`src/rtl/key_search_pkg.sv`:
```
// Shared types for the RC4 key-search scheduler.
// Key width, key type and sequencer state encoding.
package key_search_pkg;

  localparam int KEY_W = 24;

  typedef logic [KEY_W-1:0] key_t;

  typedef enum logic [1:0] {
    IDLE,
    DISPATCH,
    DRAIN
  } sched_state_t;

endpackage

```
`src/rtl/rr_arbiter.sv`:
```
// Combinational round-robin pick among requesters.
// Ports: req (N), ptr (search origin), grant (one-hot), valid.
module rr_arbiter #(
  parameter int N  = 4,
  parameter int PW = (N > 1) ? $clog2(N) : 1
) (
  input  logic [N-1:0]  req,
  input  logic [PW-1:0] ptr,
  output logic [N-1:0]  grant,
  output logic          valid
);

  always_comb begin
    grant = '0;
    valid = 1'b0;
    for (int k = 0; k < N; k++) begin
      if (!valid && req[(int'(ptr) + k) % N]) begin
        grant[(int'(ptr) + k) % N] = 1'b1;
        valid = 1'b1;
      end
    end
  end

endmodule

```
`src/rtl/key_search_scheduler.sv`:
```
// Key-range sequencer: hands one key per cycle to idle cores (round-robin),
// stops on first hit or when the range is exhausted and all cores drained.
// Ports: clk, reset (async, active-low), start, core_done/core_hit (in),
// core_start/core_key/core_abort, busy/found/exhausted/found_key (out).
// Option KEY_SCHED_PERF_EN adds perf_cycles (busy-cycle counter, saturating).
module key_search_scheduler
  import key_search_pkg::*;
#(
  parameter int   N_CORES   = 4,
  parameter key_t KEY_LOWER = 24'h000000,
  parameter key_t KEY_UPPER = 24'h3FFFFF
) (
  input  logic               clk,
  input  logic               reset,
  input  logic               start,
  input  logic [N_CORES-1:0] core_done,
  input  logic [N_CORES-1:0] core_hit,
  output logic [N_CORES-1:0] core_start,
  output key_t               core_key,
  output logic               core_abort,
  output logic               busy,
  output logic               found,
  output logic               exhausted,
`ifdef KEY_SCHED_PERF_EN
  output logic [31:0]        perf_cycles,
`endif
  output key_t               found_key
);

  localparam int PW = (N_CORES > 1) ? $clog2(N_CORES) : 1;

  sched_state_t      state_q, state_d;
  key_t              cnt_q, cnt_d;
  logic [N_CORES-1:0] cbusy_q, cbusy_d;
  logic [PW-1:0]     ptr_q, ptr_d;
  key_t              kreg_q [N_CORES];
  key_t              kreg_d [N_CORES];
  logic [N_CORES-1:0] cstart_q, cstart_d;
  key_t              ckey_q, ckey_d;
  logic              abort_q, abort_d;
  logic              busy_q, busy_d;
  logic              found_q, found_d;
  logic              exh_q, exh_d;
  key_t              fkey_q, fkey_d;

  logic [N_CORES-1:0] grant;
  logic               gvalid;
  logic [PW-1:0]      gidx;
  logic [N_CORES-1:0] hits;
  logic [PW-1:0]      hidx;

  rr_arbiter #(
    .N  (N_CORES),
    .PW (PW)
  ) u_arb (
    .req   (~cbusy_q),
    .ptr   (ptr_q),
    .grant (grant),
    .valid (gvalid)
  );

  // Reports from cores we never dispatched to are ignored.
  assign hits = core_done & core_hit & cbusy_q;

  always_comb begin
    gidx = '0;
    for (int i = 0; i < N_CORES; i++)
      if (grant[i]) gidx = PW'(i);
  end

  // Descending scan so the lowest hitting index wins.
  always_comb begin
    hidx = '0;
    for (int i = N_CORES - 1; i >= 0; i--)
      if (hits[i]) hidx = PW'(i);
  end

  always_comb begin
    state_d  = state_q;
    cnt_d    = cnt_q;
    cbusy_d  = cbusy_q & ~core_done;
    ptr_d    = ptr_q;
    kreg_d   = kreg_q;
    cstart_d = '0;
    ckey_d   = ckey_q;
    abort_d  = 1'b0;
    busy_d   = busy_q;
    found_d  = found_q;
    exh_d    = exh_q;
    fkey_d   = fkey_q;
    unique case (state_q)
      IDLE: begin
        if (start) begin
          abort_d = 1'b1;
          found_d = 1'b0;
          exh_d   = 1'b0;
          cnt_d   = KEY_LOWER;
          busy_d  = 1'b1;
          cbusy_d = '0;
          state_d = DISPATCH;
        end
      end
      DISPATCH, DRAIN: begin
        if (|hits) begin
          fkey_d  = kreg_q[hidx];
          found_d = 1'b1;
          abort_d = 1'b1;
          busy_d  = 1'b0;
          cbusy_d = '0;
          state_d = IDLE;
        end else if (state_q == DISPATCH) begin
          if (gvalid) begin
            cstart_d     = grant;
            ckey_d       = cnt_q;
            kreg_d[gidx] = cnt_q;
            cbusy_d      = cbusy_d | grant;
            ptr_d        = (gidx == PW'(N_CORES - 1)) ?
                           '0 : gidx + PW'(1);
            // Compare before increment: no wrap at 24'hFFFFFF.
            if (cnt_q == KEY_UPPER) state_d = DRAIN;
            else cnt_d = cnt_q + key_t'(1);
          end
        end else if (cbusy_q == '0) begin
          exh_d   = 1'b1;
          busy_d  = 1'b0;
          state_d = IDLE;
        end
      end
      default: state_d = IDLE;
    endcase
  end

  always_ff @(posedge clk or negedge reset) begin
    if (!reset) begin
      state_q  <= IDLE;
      cnt_q    <= KEY_LOWER;
      cbusy_q  <= '0;
      ptr_q    <= '0;
      kreg_q   <= '{default: '0};
      cstart_q <= '0;
      ckey_q   <= '0;
      abort_q  <= 1'b0;
      busy_q   <= 1'b0;
      found_q  <= 1'b0;
      exh_q    <= 1'b0;
      fkey_q   <= '0;
    end else begin
      state_q  <= state_d;
      cnt_q    <= cnt_d;
      cbusy_q  <= cbusy_d;
      ptr_q    <= ptr_d;
      kreg_q   <= kreg_d;
      cstart_q <= cstart_d;
      ckey_q   <= ckey_d;
      abort_q  <= abort_d;
      busy_q   <= busy_d;
      found_q  <= found_d;
      exh_q    <= exh_d;
      fkey_q   <= fkey_d;
    end
  end

  assign core_start = cstart_q;
  assign core_key   = ckey_q;
  assign core_abort = abort_q;
  assign busy       = busy_q;
  assign found      = found_q;
  assign exhausted  = exh_q;
  assign found_key  = fkey_q;

`ifdef KEY_SCHED_PERF_EN
  logic [31:0] perf_q, perf_d;

  always_comb begin
    perf_d = perf_q;
    if (state_q == IDLE && start) perf_d = '0;
    else if (busy_q && perf_q != '1) perf_d = perf_q + 32'd1;
  end

  always_ff @(posedge clk or negedge reset) begin
    if (!reset) perf_q <= '0;
    else        perf_q <= perf_d;
  end

  assign perf_cycles = perf_q;
`endif

endmodule
```
`config.mk`:
```
export PLATFORM = sky130hd
export DESIGN_NAME = key_search_scheduler
export DESIGN_NICKNAME = d
export VERILOG_FILES = /design/src/rtl/key_search_pkg.sv /design/src/rtl/rr_arbiter.sv /design/src/rtl/key_search_scheduler.sv
export SDC_FILE = /design/constraint.sdc
export NUM_CORES = 1
export LEC_CHECK = 0
export BUFFER_PORTS_ARGS = -buffer_cell sky130_fd_sc_hd__buf_2
export CAP_MARGIN = 20
export CORE_MARGIN = 3
export CORE_UTILIZATION = 29
export DETAILED_ROUTE_END_ITERATION = 10
export PLACE_DENSITY_LB_ADDON = 0.1
export SETUP_SLACK_MARGIN = 0.4
export SYNTH_ARGS = -nofsm -noshare
export SYNTH_HDL_FRONTEND = slang
export SYNTH_SLANG_ARGS = --single-unit
```
`constraint.sdc`:
```
create_clock -name clk -period 8.2 [get_ports clk]
set_input_delay 0 -clock clk [delete_from_list [all_inputs] [get_ports clk]]
set_output_delay 0 -clock clk [all_outputs]
set_load 0.01 [all_outputs]
```
==> results.py, run 1 <==
metrics = {
    "yosys": {
        "yosysTopAreaCellShare_pct": 50.70,
        "syn_area_per_cell_um2": 11.61,
        "synth_edf_count": 0,
        "synth_top_area_cell": "dfrtp_1",
        "netlist_instances": 782,
        "ys_warn_count": 0,
        "syn_nets": 809,
        "seq_area_frac_synth_pct": 50.70,
        "ys_ff_latch": 184,
        "syn-cell-area_um2": 9081,
        "ys.flop_type": "dfrtp_1",
        "synth_area_leaders": "dfrtp_1, mux2_4, mux2_2",
        "synth_cell_types": 60,
        "ys_async_sr_fraction_pct": 100.0,
    },
    "clocking": {
        "postCtsHoldBufs": 6,
        "clk_pin_slew_ps": 80,
        "clock-sinks": 184,
        "tritoncts": "done",
        "cts_buffers": 17,
        "worstSkewPairLatency_ps": 430,
        "post-cts-setup-buffer-count": 0,
        "clk_path_buf_depth": 2,
        "ctsResizeCount": 0,
        "cts_root_buf": "clkbuf_16",
        "htree_levels": 4,
    },
    "placement": {
        "io_buffers": 66,
        "gp_congestion": 0.7720,
        "place_area_um2": 9664,
        "hpwl_mm": 14.05,
        "placed_cells": 1193,
    },
    "finish": {
        "fin_nets": 849,
        "n_antenna_cell": 0,
        "layout-drive-gt1-share_pct": 26.59,
        "stdcell_count": 1231,
        "design_area_um2": 10290,
        "layout-area-overhead-vs-synth_pct": 13.36,
    },
    "floorplanning": {
        "num_rows": 64,
        "ioPinCount": 67,
        "core_um2": 30750,
        "die_area_um2": 33470,
        "die_h_um": 183.0,
        "die_w_um": 183.0,
        "start_util_pct": 29.53,
    },
    "worst_hold_path": {
        "hp-class": "in2async",
    },
    "grt": {
        "gr-total-overflow": 0,
        "grt_pass1_wl_mm": 35.81,
        "grt_use_total_pct": 13.51,
        "grt_max_degree": 73,
        "antenna_found_initial": 0,
        "grt_pass1_vias": 6303,
    },
    "sta": {
        "tightest_slew_ps": 964.5,
        "relSlewSlack_pct": 35.70,
        "layout_min_cycle_time_ps": 4133,
        "finalMaxSlewViolations": 0,
        "post-route-period-util_pct": 50.41,
        "rsz0062_at_grt": "false",
        "clock.fmax_ghz": 0.2419,
        "final-setup-viol-count": 0,
        "hold_viol": 0,
        "finalSetupTns_ps": 0,
        "fin_skew_ps": 14.68,
    },
    "run_status": {
        "status": "completed",
    },
    "route": {
        "vias": 6033,
        "ant_nets": 0,
        "initialDrtViolationCount": 307,
        "wl_per_cell_um": 17.83,
        "drc": 0,
        "first_pass_iters": 4,
        "vias_per_cell": 4.901,
        "wirelength_mm": 21.95,
    },
    "setup_path": {
        "crit_fanout": 24,
        "rr_startpoint": "ptr_q[0]$_DFFE_PN0P_",
        "reg2reg_setup_slack_ps": 4070,
        "path_class": "reg2reg",
        "crit_path_end_kind": "flip-flop",
        "r2r_cells": 11,
        "cp.required_ps": 8500,
        "start_kind": "flip-flop",
        "r2r-end": "kreg_q[49]$_DFFE_PN0P_",
        "arrival_ps": 4430,
    },
    "power_and_ir_drop": {
        "cellPowerDensity_nw_per_um2": 300.9,
        "p_leak_nw": 5.188,
        "ir_worst_vdd_uv": 143.1,
    },
    "job": {
        "drv_cap": 0,
    },
}
[cell usage in the layout (no fill, tap or decap), types with 6 or more instances in the layout]
cell type and n:
nor2b_1 25, mux2i_1 26, or3_1 18, dfrtp_1 184, nand2_1 91, o21ai_0 30
nand4_1 7, ha_1 16, dlygate4sd3_1 6, mux2_4 63, mux2_1 6, inv_1 12
nand3_1 17, a21oi_1 25, nand2b_1 7, nor2_1 22, buf_2 65, mux2_2 33
buf_4 7, a211oi_1 48, a21o_1 24, clkbuf_16 17
[flip-flops by register name, indices dropped and copies added (netlist names)]
signal / cells
busy: 1
cbusy_q: 4
cnt_q: 24
core_abort: 1
core_key: 24
core_start: 4
exhausted: 1
found: 1
found_key: 24
kreg_q: 96
ptr_q: 2
state_q: 2
[report_power, final]
part / switching, W / internal (W) / leakage, nW / total (W)
combinational: 0.000698 / 0.000440 / 2.37 / 0.00114
sequential: 0.000120 / 0.00104 / 2.53 / 0.00116
clock: 0.000389 / 0.000412 / 0.285 / 0.000801
[critical path: stages, from the launching register on]
cell,delay [ps]
dfrtp_1,690
inv_1,240
ha_1,420
mux2_2,390
mux2_2,330
a221oi_1,310
a2bb2oi_2,250
a21boi_2,280
inv_1,90
ha_1,210
nand2_4,400
mux2_2,390
[per-stage QoR]
| stage | hold slack [ps] | utilization, % | worst slack [ps] | total power, W |
|---|---|---|---|---|
| 2_1_floorplan | -295.6 | - | 4572 | 0.002027 |
| 5_1_grt | 167.2 | 33.48 | 3775 | 0.003320 |
| 6_report | 139.1 | 33.48 | 4067 | 0.003097 |
| 4_1_cts | 150.5 | 33.48 | 4088 | 0.003154 |
| 3_5_place_dp | 56.97 | 31.43 | 4133 | 0.002331 |
| 3_3_place_gp | 47.62 | 31.43 | 4278 | 0.002311 |
[cell type report]
class | instances | area [um2]
inverter | 12 | 45.04
timing repair buffer | 79 | 451.7
sequential | 184 | 4604
tap | 396 | 495.5
clock buffer | 18 | 439.2
fill | 3165 | 20450
clock inverter | 14 | 131.4
multi-input combinational | 528 | 4128
[worst max-delay path by stage]
| stage | startpoint | endpoint | slack (ps) | depth (start not counted) |
|---|---|---|---|---|
| floorplan | ptr_q[0]$_DFFE_PN0P_ | kreg_q[16]$_DFFE_PN0P_ | 4570 | 14 |
| global placement | ptr_q[0]$_DFFE_PN0P_ | kreg_q[49]$_DFFE_PN0P_ | 4280 | 11 |
| detailed placement | ptr_q[0]$_DFFE_PN0P_ | kreg_q[50]$_DFFE_PN0P_ | 4130 | 11 |
| CTS | ptr_q[0]$_DFFE_PN0P_ | kreg_q[48]$_DFFE_PN0P_ | 4090 | 11 |
| global route | ptr_q[0]$_DFFE_PN0P_ | kreg_q[71]$_DFFE_PN0P_ | 3780 | 11 |
| finish | ptr_q[0]$_DFFE_PN0P_ | kreg_q[49]$_DFFE_PN0P_ | 4070 | 11 |
[logic make-up after synthesis]
kind of cell / after synthesis / share of synthesized area, %
AND/OR/NAND/NOR: 227 / 12.91
flip-flops: 184 / 50.70
multiplexers: 129 / 18.37
adder cells (fa/ha/maj): 16 / 2.204
buffers and inverters: 70 / 4.037
XOR/XNOR: 2 / 0.1929
AO/OA/AOI/OAI: 154 / 11.59
[synthesized netlist by cell type (3+ instances only)]
cell type	n
inv_1	12
dfrtp_1	184
o211ai_1	3
a211oi_1	48
a21oi_1	25
mux2i_1	26
and3_1	4
buf_4	3
or3_1	18
nand2b_1	7
or2_2	3
nand3_1	17
nor2_1	23
nand4_1	7
and2_1	4
or4_1	5
ha_1	16
buf_2	8
mux2_4	63
o22ai_1	3
a21o_1	24
nand2_1	92
nor2b_1	25
mux2_2	33
nand2_4	5
mux2_1	6
nor3_1	5
buf_6	11
clkbuf_1	35
o21ai_0	30
[layer usage]
metal  vias to the layer above  global-route usage (%)  routed length (um)
met1                      3058                   19.34               11010
met3                        12                   2.221                 585
met2                       104                   21.54               10150
li1                       2859                       -                   -
met5                         -                       0                   0
met4                         0                   3.230                 195
Note: power is estimated with default switching activity, not from simulation.
==> inputs of run 2 (changes only) <==
==> constraint.sdc (replaced) <==
create_clock -name clk -period 3.4 [get_ports clk]
set_input_delay 0 -clock clk [delete_from_list [all_inputs] [get_ports clk]]
set_output_delay 0 -clock clk [all_outputs]
set_load 0.01 [all_outputs]
==> run 2 against run 1 <==
Net effect:
- maximum frequency is 32% higher
- highest routed layer unchanged
- sequential power is 140% higher
- design area increased by 7.1%
- largest cell class unchanged
- critical path type unchanged
- wire length up 8.2%
- largest power group is now combinational cells
- non-clock buffer count is 36 higher
- power rose to 2.8 times the previous value
- combinational power rose to 3.6 times the previous value
- clock skew up 1.3 ps
- count of clock-buffer cells in the layout up 2
==> results.py, run 2 (synthesis gave the netlist of run 1 again) <==
metrics = {
    "sta": {
        "clock.fmax_ghz": 0.3203,
        "finalMaxSlewViolations": 0,
        "finalSetupTns_ps": 0,
        "tightest_slew_ps": 901.4,
        "final-setup-viol-count": 0,
        "relSlewSlack_pct": 39.91,
        "rsz0062_at_grt": "true",
        "layout_min_cycle_time_ps": 3122,
        "fin_skew_ps": 15.93,
        "hold_viol": 0,
        "fin_ws_ps": 277.6,
        "post-route-period-util_pct": 91.84,
    },
    "setup_path": {
        "cpMaxStageDelayCell": "dfrtp_1",
        "cpMostUsedCell": "mux2_4",
        "cp.required_ps": 3700,
        "path_cells": "inv_6 > ha_4 > mux2_4 > mux2_4 > a221oi_4 > a2bb2oi_2 > a21boi_4 > inv_2 > ha_4 > nand2_4 > buf_12 > buf_16 > mux2_4",
        "crit_family": "multiplexers",
        "crit_path_end_kind": "flip-flop",
        "crit_fanout": 6,
        "path_class": "reg2reg",
        "slowest_delay_ps": 420,
        "crit_buf_inv": 4,
        "start_kind": "flip-flop",
        "arrival_ps": 3420,
    },
    "route": {
        "vias_per_cell": 4.934,
        "drc": 0,
        "wl_per_cell_um": 18.71,
        "ant_nets": 0,
        "first_pass_iters": 5,
        "initialDrtViolationCount": 324,
        "wirelength_mm": 23.75,
        "vias": 6261,
    },
    "clocking": {
        "cts_root_buf": "clkbuf_16",
        "tritoncts": "done",
        "cts_buffers": 17,
        "clk_path_buf_depth": 2,
        "clk_pin_slew_ps": 70,
        "htree_levels": 4,
        "clock-sinks": 184,
        "worstSkewPairLatency_ps": 430,
    },
    "placement": {
        "place_area_um2": 9957,
        "io_buffers": 66,
        "gp_congestion": 0.7903,
        "dpl_worst_slack_ps": 200.0,
        "hpwl_mm": 14.99,
    },
    "finish": {
        "fin_util_pct": 35.86,
        "mostFrequentLayoutCells": "dfrtp_1, nand2_1, mux2_4",
        "layout_commonest_cell": "dfrtp_1",
        "layout-area-overhead-vs-synth_pct": 21.42,
        "design_area_um2": 11030,
        "n_antenna_cell": 0,
        "layout-drive-gt1-share_pct": 31.96,
        "fin_nets": 889,
        "n_fill_cell": 3106,
        "top_register": "kreg_q",
        "largest_register_ffs": 96,
    },
    "power_and_ir_drop": {
        "ir_worst_vdd_uv": 394.9,
        "finalPower_w": 0.008776,
        "cellPowerDensity_nw_per_um2": 795.9,
        "p_leak_nw": 5.487,
    },
    "run_status": {
        "status": "completed",
    },
    "floorplanning": {
        "die_w_um": 183.0,
        "die_h_um": 183.0,
        "core_um2": 30750,
        "die_area_um2": 33470,
        "start_util_pct": 29.53,
        "ioPinCount": 67,
        "num_rows": 64,
    },
    "job": {
        "drv_cap": 0,
    },
    "grt": {
        "antenna_found_initial": 0,
        "grt_use_total_pct": 14.29,
        "grt_max_degree": 107,
        "grt_pass1_vias": 6426,
        "gr-total-overflow": 0,
        "grt_pass1_wl_mm": 37.61,
    },
    "worst_hold_path": {
        "hp-class": "in2async",
    },
}
## run 2: cell count changes in the layout (fill, tap and decap cells not counted), moves of 3 or more
cell and change:
nand2_8 +6, inv_8 -5, buf_12 +8, inv_1 -4, ha_4 +5, mux2_1 -4, mux2_4 +16, ha_1 -5
buf_4 +18, mux2_2 -12, inv_2 +3, buf_6 +6
## run 2: stage by stage
stage	std cells	hold slack [ps]
floorplan	782	-295.6
global placement	1210	183.0
detailed placement	1210	190.2
CTS	1260	235.9
global route	1269	285.4
finish	1269	254.9
## run 2: worst reg2reg max path: stages (launching register included)
cell and delay, ps:
dfrtp_1 420, inv_6 40, ha_4 290, mux2_4 310, mux2_4 320, a221oi_4 240
a2bb2oi_2 230, a21boi_4 270, inv_2 100, ha_4 170, nand2_4 80, buf_12 130
buf_16 130, mux2_4 290
## run 2: power breakdown
part	internal [W]	total (W)	switching (W)	leakage [nW]
clock	0.00105	0.00191	0.000860	0.268
sequential	0.00250	0.00276	0.000258	2.53
combinational	0.00180	0.00411	0.00230	2.69
## run 2: worst paths after layout
path	from	end	slack, ps	depth (start not counted)
min in group clk	core_hit[1]	cbusy_q[2]$_DFF_PN0_	270	6
max in group asynchronous	reset	kreg_q[76]$_DFFE_PN0P_	2270	3
min	reset	found_key[9]$_DFFE_PN0P_	250	2
max reg2reg	ptr_q[0]$_DFFE_PN0P_	kreg_q[66]$_DFFE_PN0P_	280	13
max	ptr_q[0]$_DFFE_PN0P_	kreg_q[66]$_DFFE_PN0P_	280	13
min reg2reg	core_key[12]$_DFFE_PN0P_	core_key[12]$_DFFE_PN0P_	470	2
## run 2: cell type report
type                       instances  area [um2]  share of cell area [%]
timing repair buffer             115       919.6                   8.340
sequential                       184        4604                   41.76
multi-input combinational        532        4402                   39.92
inverter                          12       50.05                  0.4539
clock inverter                    10       98.84                  0.8964
tap                              396       495.5                   4.493
clock buffer                      20       456.7                   4.142
## run 2: metal layers
layer	vias up	part of all wire, %	GRT usage [%]
met4	0	1.1	3.778
met2	112	47	22.69
met1	3189	49	20.06
met5	-	0	0
li1	2943	-	-
met3	17	3.0	2.876
## run 2: timing repair
item,CTS,global route
setup buffers,10,5
endpoints found under the hold margin,112,0
hold buffers,6,0
gates cloned,4,4
setup endpoints to repair,90,97
pin swaps,1,4
resized for setup,11,20
